**config.mk**
```make
export PLATFORM = sky130hd
export DESIGN_NAME = trace_buffer
export DESIGN_NICKNAME = d
export VERILOG_FILES = /design/src/rtl/trace_pkg.sv /design/src/rtl/trace_ram.sv /design/src/rtl/trace_buffer.sv
export SDC_FILE = /design/constraint.sdc
export NUM_CORES = 1
export LEC_CHECK = 0
export CORE_MARGIN = 10
export CORE_UTILIZATION = 30
export DETAILED_ROUTE_END_ITERATION = 7
export GPL_ROUTABILITY_DRIVEN = 0
export SLEW_MARGIN = 20
export SYNTH_ARGS = -nofsm -noshare
export SYNTH_HDL_FRONTEND = slang
export SYNTH_SLANG_ARGS = --single-unit
```
**constraint.sdc**
```tcl
create_clock -name clk -period 36.1 [get_ports clk]
set_input_delay 3.61 -clock clk [delete_from_list [all_inputs] [get_ports clk]]
set_output_delay 3.61 -clock clk [all_outputs]
set_load 0.02 [all_outputs]
```
**src/rtl/trace_pkg.sv**
```systemverilog
// Shared types and sizing helpers for the retire-trace capture buffer.
package trace_pkg;

    localparam int INSTR_W    = 32;
    localparam int REG_W      = 5;
    localparam int IMM_W      = 12;
    localparam int HDR_W      = INSTR_W + 3 * REG_W + IMM_W;
    localparam int TRACE_XLEN = 32;

    typedef enum logic [2:0] {
        ST_IDLE,
        ST_CAPTURE,
        ST_ARMED,
        ST_POST,
        ST_FROZEN
    } trace_state_t;

    // Everything in a record except the XLEN-wide write-back value.
    typedef struct packed {
        logic [INSTR_W-1:0] instr;
        logic [REG_W-1:0]   rd;
        logic [REG_W-1:0]   rs1;
        logic [REG_W-1:0]   rs2;
        logic [IMM_W-1:0]   imm;
    } trace_hdr_t;

    typedef struct packed {
        trace_hdr_t            hdr;
        logic [TRACE_XLEN-1:0] rd_value;
    } trace_rec_t;

    function automatic int rec_w(input int xlen);
        return HDR_W + xlen;
    endfunction

    function automatic int ptr_w(input int depth);
        return (depth > 1) ? $clog2(depth) : 1;
    endfunction

    localparam int REC_W_DEFAULT = rec_w(TRACE_XLEN);

endpackage

```
**src/rtl/trace_ram.sv**
```systemverilog
// Entry store: one synchronous write port, one asynchronous read port.
module trace_ram #(
    parameter int DEPTH = 16,
    parameter int WIDTH = 107,
    parameter int AW    = 4
) (
    input  logic             clk,
    input  logic             we,
    input  logic [AW-1:0]    waddr,
    input  logic [WIDTH-1:0] wdata,
    input  logic [AW-1:0]    raddr,
    output logic [WIDTH-1:0] rdata
);

    logic [WIDTH-1:0] mem [DEPTH];

    // NOTE: the array has no reset; validity is tracked by the pointers and
    // count in the parent, so resetting it would only cost a reset tree.
    // NOTE: state is assigned with <= so every flop samples pre-edge values.
    always_ff @(posedge clk) begin
        if (we) begin
            mem[waddr] <= wdata;
        end
    end

    assign rdata = mem[raddr];

endmodule

```
**src/rtl/trace_buffer.sv**
```systemverilog
// Retire-trace capture buffer: FIFO/ring store with mask/match trigger and
// post-trigger freeze, drained through a valid/ready stream.
module trace_buffer
    import trace_pkg::*;
#(
    parameter int XLEN  = 32,
    parameter int DEPTH = 16,
    parameter int TS_W  = 16
) (
    input  logic                    clk,
    input  logic                    rst,
    input  logic                    trace_valid,
    input  logic [31:0]             trace_instruction,
    input  logic [4:0]              trace_rd,
    input  logic [4:0]              trace_rs1,
    input  logic [4:0]              trace_rs2,
    input  logic [11:0]             trace_imm,
    input  logic [XLEN-1:0]         trace_rd_value,
    input  logic                    cfg_enable,
    input  logic                    cfg_ring,
    input  logic                    cfg_trig_en,
    input  logic [31:0]             cfg_trig_match,
    input  logic [31:0]             cfg_trig_mask,
    input  logic [$clog2(DEPTH):0]  cfg_post_count,
    input  logic                    clear,
    output logic                    out_valid,
    input  logic                    out_ready,
    output logic [HDR_W+XLEN-1:0]   out_data,
    output logic [TS_W-1:0]         out_ts,
    output logic [$clog2(DEPTH):0]  count,
    output logic [15:0]             overflow_cnt,
    output logic                    triggered,
    output logic                    frozen
);

    localparam int REC_W = rec_w(XLEN);
    localparam int PTR_W = ptr_w(DEPTH);
    localparam int CNT_W = PTR_W + 1;
    localparam int ENT_W = REC_W + TS_W;
    localparam logic [CNT_W-1:0] FULL_CNT = CNT_W'(DEPTH);

    trace_state_t     state, state_nxt;
    logic [CNT_W-1:0] remain, remain_nxt;
    logic [PTR_W-1:0] wr_ptr, rd_ptr;
    logic [TS_W-1:0]  ts;
    trace_hdr_t       hdr;
    logic [ENT_W-1:0] wr_entry, rd_entry;

    logic capturing, push, pop, full, ring_mode;
    logic overrun, overwrite, wr_en, trig_hit;

    // Armed and post-trigger capture always keep the newest history.
    assign capturing = cfg_enable && (state == ST_CAPTURE || state == ST_ARMED || state == ST_POST);
    assign ring_mode = cfg_ring || state == ST_ARMED || state == ST_POST;
    assign push      = capturing && trace_valid;
    assign out_valid = (count != '0);
    assign pop       = out_valid && out_ready;
    assign full      = (count == FULL_CNT);
    assign overrun   = push && full && !pop;
    assign overwrite = overrun && ring_mode;
    assign wr_en     = push && !(overrun && !ring_mode);
    assign trig_hit  = (state == ST_ARMED) && push &&
                       ((trace_instruction & cfg_trig_mask) == (cfg_trig_match & cfg_trig_mask));

    assign hdr = '{instr: trace_instruction, rd: trace_rd, rs1: trace_rs1,
                   rs2: trace_rs2, imm: trace_imm};
    assign wr_entry = {hdr, trace_rd_value, ts};

    trace_ram #(
        .DEPTH (DEPTH),
        .WIDTH (ENT_W),
        .AW    (PTR_W)
    ) u_ram (
        .clk   (clk),
        .we    (wr_en && !clear && !rst),
        .waddr (wr_ptr),
        .wdata (wr_entry),
        .raddr (rd_ptr),
        .rdata (rd_entry)
    );

    assign out_data = out_valid ? rd_entry[ENT_W-1 -: REC_W] : '0;
    assign out_ts   = out_valid ? rd_entry[TS_W-1:0] : '0;
    assign frozen   = (state == ST_FROZEN);

    // NOTE: every output of this block gets a default first, so no path
    // through the case statement can leave one unassigned and infer a latch.
    always_comb begin
        state_nxt  = state;
        remain_nxt = remain;
        unique case (state)
            ST_IDLE: begin
                if (cfg_enable) begin
                    state_nxt = cfg_trig_en ? ST_ARMED : ST_CAPTURE;
                end
            end
            ST_CAPTURE: begin
                if (!cfg_enable) begin
                    state_nxt = ST_IDLE;
                end
            end
            ST_ARMED: begin
                if (!cfg_enable) begin
                    state_nxt = ST_IDLE;
                end else if (trig_hit) begin
                    remain_nxt = cfg_post_count;
                    state_nxt  = (cfg_post_count == '0) ? ST_FROZEN : ST_POST;
                end
            end
            ST_POST: begin
                if (!cfg_enable) begin
                    state_nxt = ST_IDLE;
                end else if (push) begin
                    remain_nxt = remain - CNT_W'(1);
                    if (remain == CNT_W'(1)) begin
                        state_nxt = ST_FROZEN;
                    end
                end
            end
            ST_FROZEN: begin
                state_nxt = ST_FROZEN;
            end
            default: begin
                state_nxt = ST_IDLE;
            end
        endcase
        if (clear) begin
            state_nxt  = ST_IDLE;
            remain_nxt = '0;
        end
    end

    always_ff @(posedge clk) begin
        if (rst) begin
            state  <= ST_IDLE;
            remain <= '0;
        end else begin
            state  <= state_nxt;
            remain <= remain_nxt;
        end
    end

    // The timestamp ignores clear so captures on both sides of a flush
    // stay on one time base.
    always_ff @(posedge clk) begin
        if (rst) begin
            ts <= '0;
        end else begin
            ts <= ts + TS_W'(1);
        end
    end

    always_ff @(posedge clk) begin
        if (rst || clear) begin
            wr_ptr       <= '0;
            rd_ptr       <= '0;
            count        <= '0;
            overflow_cnt <= '0;
            triggered    <= 1'b0;
        end else begin
            if (wr_en) begin
                wr_ptr <= wr_ptr + PTR_W'(1);
            end
            if (pop || overwrite) begin
                rd_ptr <= rd_ptr + PTR_W'(1);
            end
            if (wr_en && !pop && !overwrite) begin
                count <= count + CNT_W'(1);
            end else if (pop && !wr_en) begin
                count <= count - CNT_W'(1);
            end
            if (overrun && overflow_cnt != 16'hFFFF) begin
                overflow_cnt <= overflow_cnt + 16'd1;
            end
            if (trig_hit) begin
                triggered <= 1'b1;
            end
        end
    end

endmodule
```
After elaboration in Yosys (flattened, before gate mapping)
Memories as Yosys holds them, arrays and structs flattened. A register that Yosys moved wholly into a read port is not among the register bits.
Cells that the tools add are included.
{ "totals": {"reg_bits": 54, "ramBits": 1712, "inputBits": 168, "memories": 1} }
{ "classes": {"addsub": 7, "eq_ne": 17, "muxes": 23, "bitwise": 2, "reduce_logical": 37} }
{ "mem_list": {"columns": ["memory", "depth", "width", "rd", "rd_ports_with_merged_regs", "wr", "line", "source"], "rows": [
  ["u_ram.mem", 16, 107, 1, 1, 1, "trace_ram.sv:15", "logic [WIDTH-1:0] mem [DEPTH];"]
]} }
{ "ops": {"columns": ["operator", "count"], "rows": [
  ["$mux W91", 1],
  ["$and A32 B32 Y32", 2],
  ["$add A16 B1 Y16 const B", 2],
  ["$eq A32 B32 Y1", 1],
  ["$mux W5", 6],
  ["$mux W3", 8],
  ["$logic_and A1 B1 Y1", 16],
  ["$mux W16", 1],
  ["$ne A16 B16 Y1 const B", 1],
  ["$pmux W3 S5", 1],
  ["$ne A2 B2 Y1 const B", 6],
  ["$pmux W5 S2", 1],
  ["$reduce_and A5 Y1", 2],
  ["$sub A5 B1 Y5 const B", 2],
  ["$add A4 B1 Y4 const B", 2],
  ["$mux W4", 2],
  ["$logic_not A1 Y1", 7],
  ["$eq A3 B2 Y1 const B", 2],
  ["$logic_or A1 B1 Y1", 6],
  ["$ne A3 B3 Y1 const B", 2],
  ["$add A5 B1 Y5 const B", 1],
  ["$eq A5 B1 Y1 const B", 1],
  ["$eq A5 B5 Y1 const B", 1],
  ["$logic_not A5 Y1", 1],
  ["other kinds (9)", 11]
]} }

Logic depth before layout (Yosys ltp)
Gate-level depths: netlist of the first run.
{ "depth": {"ltp_word": 14, "ltp_mapped": 12, "ltp_nobuf": 12} }

By module
From an unflattened synthesis of the first run, not the netlist that was laid out.
{ "hier_totals": {"hier_cells": 3112, "hier_area_um2": 68021.5} }
{ "modules_own_cells": {"columns": ["mod", "n_inst", "cells_per_inst", "area_per_inst_um2"], "rows": [
  ["trace_ram", 1, 2631, 64220.3],
  ["trace_buffer", 1, 481, 3801.1]
]} }

Least setup slack after synthesis of the first run
OpenSTA, ideal clock, no wires.
{ "synth_path": {"kind": "input to register", "start": "input port trace_valid", "end": "memory u_ram.mem[0][0] (enable)", "setup_time_ps": 836, "t_arrival_ps": 14591, "required_ps": 35264, "setup_slack_ps": 20673, "cell_stages": 5, "n_path_buf": 0, "cell_sequence": "and3b_1 > o21ai_0 > a21oi_1 > nand2_1 > nor4_1"} }
{ "synth_between": {"elab_chain_len": 10} }
{ "synth_lines": {"columns": ["item", "line", "source"], "rows": [
  ["start: declaration", "trace_buffer.sv:12", "input logic trace_valid,"],
  ["$logic_and A1 B1 Y1 (*)", "trace_buffer.sv:55", "assign push = capturing && trace_valid;"],
  ["$logic_and A1 B1 Y1 (2 in series)", "trace_buffer.sv:59", "assign overrun = push && full && !pop;"],
  ["$logic_and A1 B1 Y1", "trace_buffer.sv:61", "assign wr_en = push && !(overrun && !ring_mode);"],
  ["$logic_not A1 Y1", "trace_buffer.sv:61", null],
  ["$logic_and A1 B1 Y1 (*)", "trace_buffer.sv:61", null],
  ["$logic_and A1 B1 Y1 (*) (2 in series)", "trace_buffer.sv:75", ".we (wr_en && !clear && !rst),"],
  ["$mux W1 (*)", "trace_ram.sv:21", "if (we) begin"],
  ["$mux W1 (implied by the code) (*)", "trace_ram.sv:22", "mem[waddr] <= wdata;"],
  ["end: declaration", "trace_ram.sv:15", null]
]} }
Every way passes the cells marked *; elsewhere a longest branch is shown, timed or not.

==> summary.md, run 1 <==
| Metric | Value |
|---|---|
| Clock Latency Late Sink | `850 ps` |
| P&R area growth vs syn | `18.5%` |
| Fillers | `about 21000` |
| Cell Area, Synth | `around 0.068 mm^2` |
| Hold Slack | `512 ps` |
| Storage cell area | `between 0.05 and 0.06 mm^2` |
| Via count | `31400` |
| PostCTS Resize Cnt | `0` |
| Clk root buf | `clkbuf_16` |
| Maximum clock rate | `94.9 MHz` |
| Mapped Nets | `between 3000 and 4000` |
| Leakage | `approximately 24 nW` |
| Final hold violations | `0` |
| Post-detail-place hpwl | `between 90000 and 100000 um` |
| Async SR Flop Fraction | `0` |
| Starting Density | `0.302` |
| Clk sink count | `approximately 1800` |
| Crit Path Class | `flip-flop to output pin` |
| Number of synthesized flops with an enable pin | `1712` |
| Clock Skew | `74.7 ps` |
| Routed Antenna Nets | `0` |
| Avg WL per Cell | `around 26 um` |
| H-tree depth | `4` |
| CORE AREA | `between 0.2 and 0.25 mm^2` |
| Synthesized instance count | `2890` |
| Total CTS buffers | `183` |
| Setup_tns | `0 ps` |
| Total gr overflow | `0` |
| Footprint of the multi-input gates | `0.0149 mm^2` |
| RSZ-0062 raised after global routing | `no` |
| Synthesis warning total | `0` |
| CP max FO | `49` |
| Boundary Pins | `299` |
| Initial antenna violation count | `21` |
| PwrDens | `between 50 and 60 mW/mm^2` |
| Most area-consuming cells after synthesis | `edfxtp_1 (76%), mux4_2 (18%), dfxtp_1 (1.7%), and2_1 (1.1%), xor2_1 (0.69%)` |
| CTS tree | `built` |
| Seq/Total Area, Yosys | `0.772` |
| Die area | `~0.25 mm^2` |
| Max Cap Viol | `0` |
| Cell taking the most area after synthesis | `edfxtp_1` |
| Seq cells post-synth | `1770` |
| Max Root-Sink Buffers | `3` |
| Hold WC Path Type | `flip-flop to flip-flop` |
| CP startpoint kind | `flip-flop` |
| Pin count of the biggest net entering global routing | `approximately 150` |
| Setup violators final | `0` |
| Layout Nets | `approximately 3500` |
| CP arrival | `6930 ps` |
| Share of cells above drive strength 1 | `0.258` |
| Avg Cell Area, Syn | `about 24 um^2` |
| DR vias/cell | `roughly 4.9` |
| Fin. max-slew vios | `0` |
| Port-buffer cells | `slightly below 300` |
| Max-slew headroom | `0.248` |
| CTS Hold Bufs | `0` |
| Post-layout min period | `about 11000 ps` |
| Share of the synthesized area in the top cell type | `0.755` |
| Clk pin slew, worst setup/hold paths | `roughly 60 ps` |
| Drt first pass iters | `5` |
| Gr usage total | `0.135` |
| Site row count | `around 170` |
| Die width | `~500 um` |
| DR DRC count | `0` |
| CP required | `about 32000 ps` |
| Detailed router's first-iteration violation count | `2745` |
| WL final | `about 170000 um` |
| Synth unique cells | `57` |
| Setup repair bufs after CTS | `0` |
| Worst setup EP type | `output pin` |
| Vias in the first global route | `~33000` |
| DIE HEIGHT | `a little under 500 um` |
| Main synth FF type | `edfxtp_1` |
| Worst-Margin Slew | `approximately 1100 ps` |
| First-pass GRT wire length | `242000 um` |
| Final period utilization | `0.292` |
| Peak supply drop | `between 0.00003 and 0.00004 V` |
| Status | `finished, final reports clean` |
==> through the flow <==
stage	cells	utilization	total power [mW]	setup slack, ps	area [um^2]
after floorplan	2890	-	2.39	20670	68100
after global placement	6101	0.332	2.51	25860	74800
after detailed placement	6101	0.332	2.51	25840	74800
after CTS	6428	0.358	4.34	24900	80600
after global routing	6434	0.358	4.43	24850	80600
final	6437	0.358	4.29	25560	80600
==> path summary, 6_finish.rpt <==
| kind | from | endpoint | slack [ps] | cells after the start |
|---|---|---|---|---|
| setup reg to reg | state[1]$_SDFFE_PP0P_ | u_ram.mem[5][37]$_DFFE_PP_ | 31450 | 9 |
| setup / recovery | flip-flop | out_ts[2] | 25560 | 8 |
| hold / removal | remain[1]$_SDFFE_PP0P_ | remain[1]$_SDFFE_PP0P_ | 510 | 2 |
| hold reg to reg | remain[1]$_SDFFE_PP0P_ | remain[1]$_SDFFE_PP0P_ | 510 | 2 |
==> sequential cells by signal, summed over array words and instances, names as in the netlist, named ones only <==
register / flops
ts: 16
u_ram.mem: 1712
overflow_cnt: 16
rd_ptr: 4
wr_ptr: 4
state: 3
triggered: 1
count: 5
remain: 5
==> cell usage in the layout, fill, tap and decap left out, types with 19 or more instances in the layout <==
master	n
and2_1	109
buf_4	62
clkbuf_1	46
clkbuf_16	183
clkdlybuf4s50_1	298
clkinv_1	27
clkinv_2	24
dfxtp_1	54
edfxtp_1	1712
mux4_2	535
nand2_1	24
nand3_1	19
nor2_1	67
xor2_1	54
==> worst max-delay path, cell delays in order (launching register included) <==
cell and delay [ps]:
dfxtp_4 860, buf_4 800, buf_6 680, buf_4 860, buf_4 790, mux4_2 610, mux4_2 580, and2_1 210
clkdlybuf4s50_1 550
==> power breakdown <==
group / switching (mW) / leakage [nW] / total [mW] / internal, mW
Clock: 0.794 / 2.80 / 1.82 / 1.03
Sequential: 0.00381 / 15.9 / 2.25 / 2.25
Combinational: 0.118 / 5.27 / 0.208 / 0.0906
==> layout make-up <==
type	instances	area share
Sequential cell	1770	0.652
Multi-Input combinational cell	965	0.185
Tap cell	2992	0.0464
Clock inverter	93	0.0120
Timing Repair Buffer	363	0.0434
Inverter	12	0.000590
Clock buffer	234	0.0598
Antenna cell	8	0.000248
==> layer usage <==
layer | track usage | routed length [um] | vias up
li1 | - | - | 13100
met1 | 0.181 | 71200 | 17100
met2 | 0.218 | 82000 | 986
met3 | 0.0307 | 10700 | 265
met4 | 0.0433 | 4970 | 12
met5 | 0 | 68 | -
==> cell usage after synthesis, drive strengths merged (5+ instances only) <==
library cell	count
a21o	5
a21oi	15
a22oi	15
and2	118
and3	7
buf	50
clkbuf	93
dfxtp	58
edfxtp	1712
ha	12
inv	12
mux2i	5
mux4	535
nand2	24
nand3	19
nand4	13
nor2	72
nor3	6
nor4	5
o21ai	5
xnor2	14
xor2	54
==> cells by family after synthesis <==
family	after synthesis	share of synthesized area
xor gates and xnor gates	68	0.00875
adders and majority gates	13	0.00250
AOI/OAI and AO/OA	59	0.00634
buffers and inverters	155	0.00923
DFF	1770	0.772
muxes	540	0.178
and+or+nand+nor	285	0.0230
Power figures use the tool's default switching activity.
==> inputs of run 2 (changes only) <==
==> constraint.sdc (replaced) <==
create_clock -name clk -period 10.9 [get_ports clk]
set_input_delay 1.09 -clock clk [delete_from_list [all_inputs] [get_ports clk]]
set_output_delay 1.09 -clock clk [all_outputs]
set_load 0.02 [all_outputs]
==> summary.md, run 2 (synthesis gave the netlist of run 1 again) <==
| Metric | Value |
|---|---|
| Status | `finished, final reports clean` |
| Layout Nets | `3471` |
| RSZ-0062 raised after global routing | `no` |
| Starting Density | `0.302` |
| Hold WC Path Type | `flip-flop to flip-flop` |
| Worst setup EP type | `output pin` |
| Initial antenna violation count | `39` |
| Most flops, register | `u_ram.mem` |
| DR DRC count | `0` |
| Fin area | `about 0.081 mm^2` |
| Clk pin slew, worst setup/hold paths | `60 ps` |
| Site row count | `174` |
| DIE HEIGHT | `approximately 500 um` |
| Setup repair bufs after CTS | `0` |
| Commonest cells after routing, fill and taps aside | `edfxtp_1 (1712), mux4_2 (535), clkdlybuf4s50_1 (298), clkbuf_16 (187), and2_1 (109)` |
| Total CTS buffers | `182` |
| Commonest non-fill, non-tap cell in the layout | `edfxtp_1` |
| Largest regs | `u_ram.mem x1712, overflow_cnt x16, ts x16` |
| Post-detail-place hpwl | `between 90000 and 100000 um` |
| Clk root buf | `clkbuf_16` |
| Final hold violations | `0` |
| Fin util | `0.359` |
| Max reg flops | `roughly 1700` |
| CP startpoint kind | `flip-flop` |
| Drt first pass iters | `5` |
| Leakage | `24.1 nW` |
| Boundary Pins | `between 200 and 300` |
| DR vias/cell | `just under 5` |
| Max-slew headroom | `0.240` |
| Finished Layout Cells | `roughly 6400` |
| Via count | `between 30000 and 40000` |
| PostCTS Resize Cnt | `0` |
| Die area | `0.246 mm^2` |
| Vias in the first global route | `~33000` |
| Fin. max-slew vios | `0` |
| Routed Antenna Nets | `0` |
| CTS tree | `built` |
| R2R setup slack | `6450 ps` |
| Gr usage total | `0.134` |
| PwrDens | `178 mW/mm^2` |
| Peak supply drop | `between 0.00015 and 0.0002 V` |
| H-tree depth | `4` |
| Detailed router's first-iteration violation count | `2773` |
| WL final | `~170000 um` |
| Avg WL per Cell | `roughly 26 um` |
| Post-layout min period | `~6400 ps` |
| Setup violators final | `0` |
| Pin count of the biggest net entering global routing | `around 110` |
| Placement Cell Area | `0.0748 mm^2` |
| Hold Slack | `roughly 490 ps` |
| Placed Cells incl. Taps | `about 6100` |
| Clock Skew | `roughly 45 ps` |
| Storage cell area | `0.0526 mm^2` |
| CP arrival | `roughly 5300 ps` |
| CP max FO | `60` |
| Share of cells above drive strength 1 | `0.258` |
| Footprint of the multi-input gates | `about 0.015 mm^2` |
| CP required | `about 9800 ps` |
| Crit Path Class | `flip-flop to output pin` |
| Final period utilization | `0.583` |
| CORE AREA | `around 0.23 mm^2` |
| Max Cap Viol | `0` |
| Clock Latency Late Sink | `~800 ps` |
| Total gr overflow | `0` |
| Max Root-Sink Buffers | `3` |
| Die width | `496 um` |
| Maximum clock rate | `roughly 160 MHz` |
| Worst-Margin Slew | `1140 ps` |
| CTS Hold Bufs | `0` |
| Clk sink count | `1770` |
| Setup_tns | `0 ps` |
| First-pass GRT wire length | `242000 um` |
| Fillers | `20500` |
| P&R area growth vs syn | `18.9%` |
| Port-buffer cells | `roughly 300` |
-- run 2: cell count changes in the layout (fill, tap and decap cells not counted), moves of 3 or more --
cell / previous run / this run
buf_4: 62 / 51
bufinv_16: 11 / 19
clkinv_1: 27 / 33
clkinv_2: 24 / 29
clkbuf_16: 183 / 187
clkinvlp_4: 8 / 4
inv_6: 9 / 5
buf_16: 0 / 3
clkbuf_8: 5 / 2
inv_16: 5 / 2
-- run 2: area by class of cell --
| type | count | area share |
|---|---|---|
| clock buffers | 234 | 0.0603 |
| clock inverters | 101 | 0.0140 |
| multi-input cells | 965 | 0.185 |
| diodes | 10 | 0.000309 |
| repair buffers | 359 | 0.0440 |
| flip-flops and latches | 1770 | 0.650 |
| well taps | 2992 | 0.0463 |
| inverters | 12 | 0.000588 |
-- run 2: path summary, 6_finish.rpt --
kind                                               endpoint                    from  cells past startpoint
worst max register to register  u_ram.mem[11][20]$_DFFE_PP_   state[1]$_SDFFE_PP0P_                      7
worst min register to register       remain[1]$_SDFFE_PP0P_  remain[1]$_SDFFE_PP0P_                      2
worst min-delay path                 remain[1]$_SDFFE_PP0P_  remain[1]$_SDFFE_PP0P_                      2
worst max-delay path                           out_data[73]               flip-flop                      6
-- run 2: report_power, final --
group          switching, mW  leakage (nW)  internal (mW)
Clock                   2.61          2.92           3.62
Combinational          0.391          5.27          0.301
Sequential           0.00977          15.9           7.45
Total                   3.01          24.1           11.4
-- run 2: metrics by stage --
stage	worst slack, ps	power, mW
5_1_grt	4340	14.9
3_3_place_gp	4550	8.31
2_1_floorplan	-2010	7.93
3_5_place_dp	4730	8.32
4_1_cts	4380	14.6
6_report	4540	14.4
-- run 2: routing by layer --
metal,share of wire,global-route usage,vias to the layer above
met4,0.017,0.0306,14
met5,0.00038,0,-
li1,-,-,13100
met1,0.43,0.181,17100
met2,0.49,0.221,960
met3,0.064,0.0317,232
-- run 2: critical path, stage by stage (launching register included) --
cell,delay (ps)
dfxtp_4,860
buf_4,800
buf_4,830
mux4_2,420
mux4_2,480
and2_1,180
clkdlybuf4s50_1,660
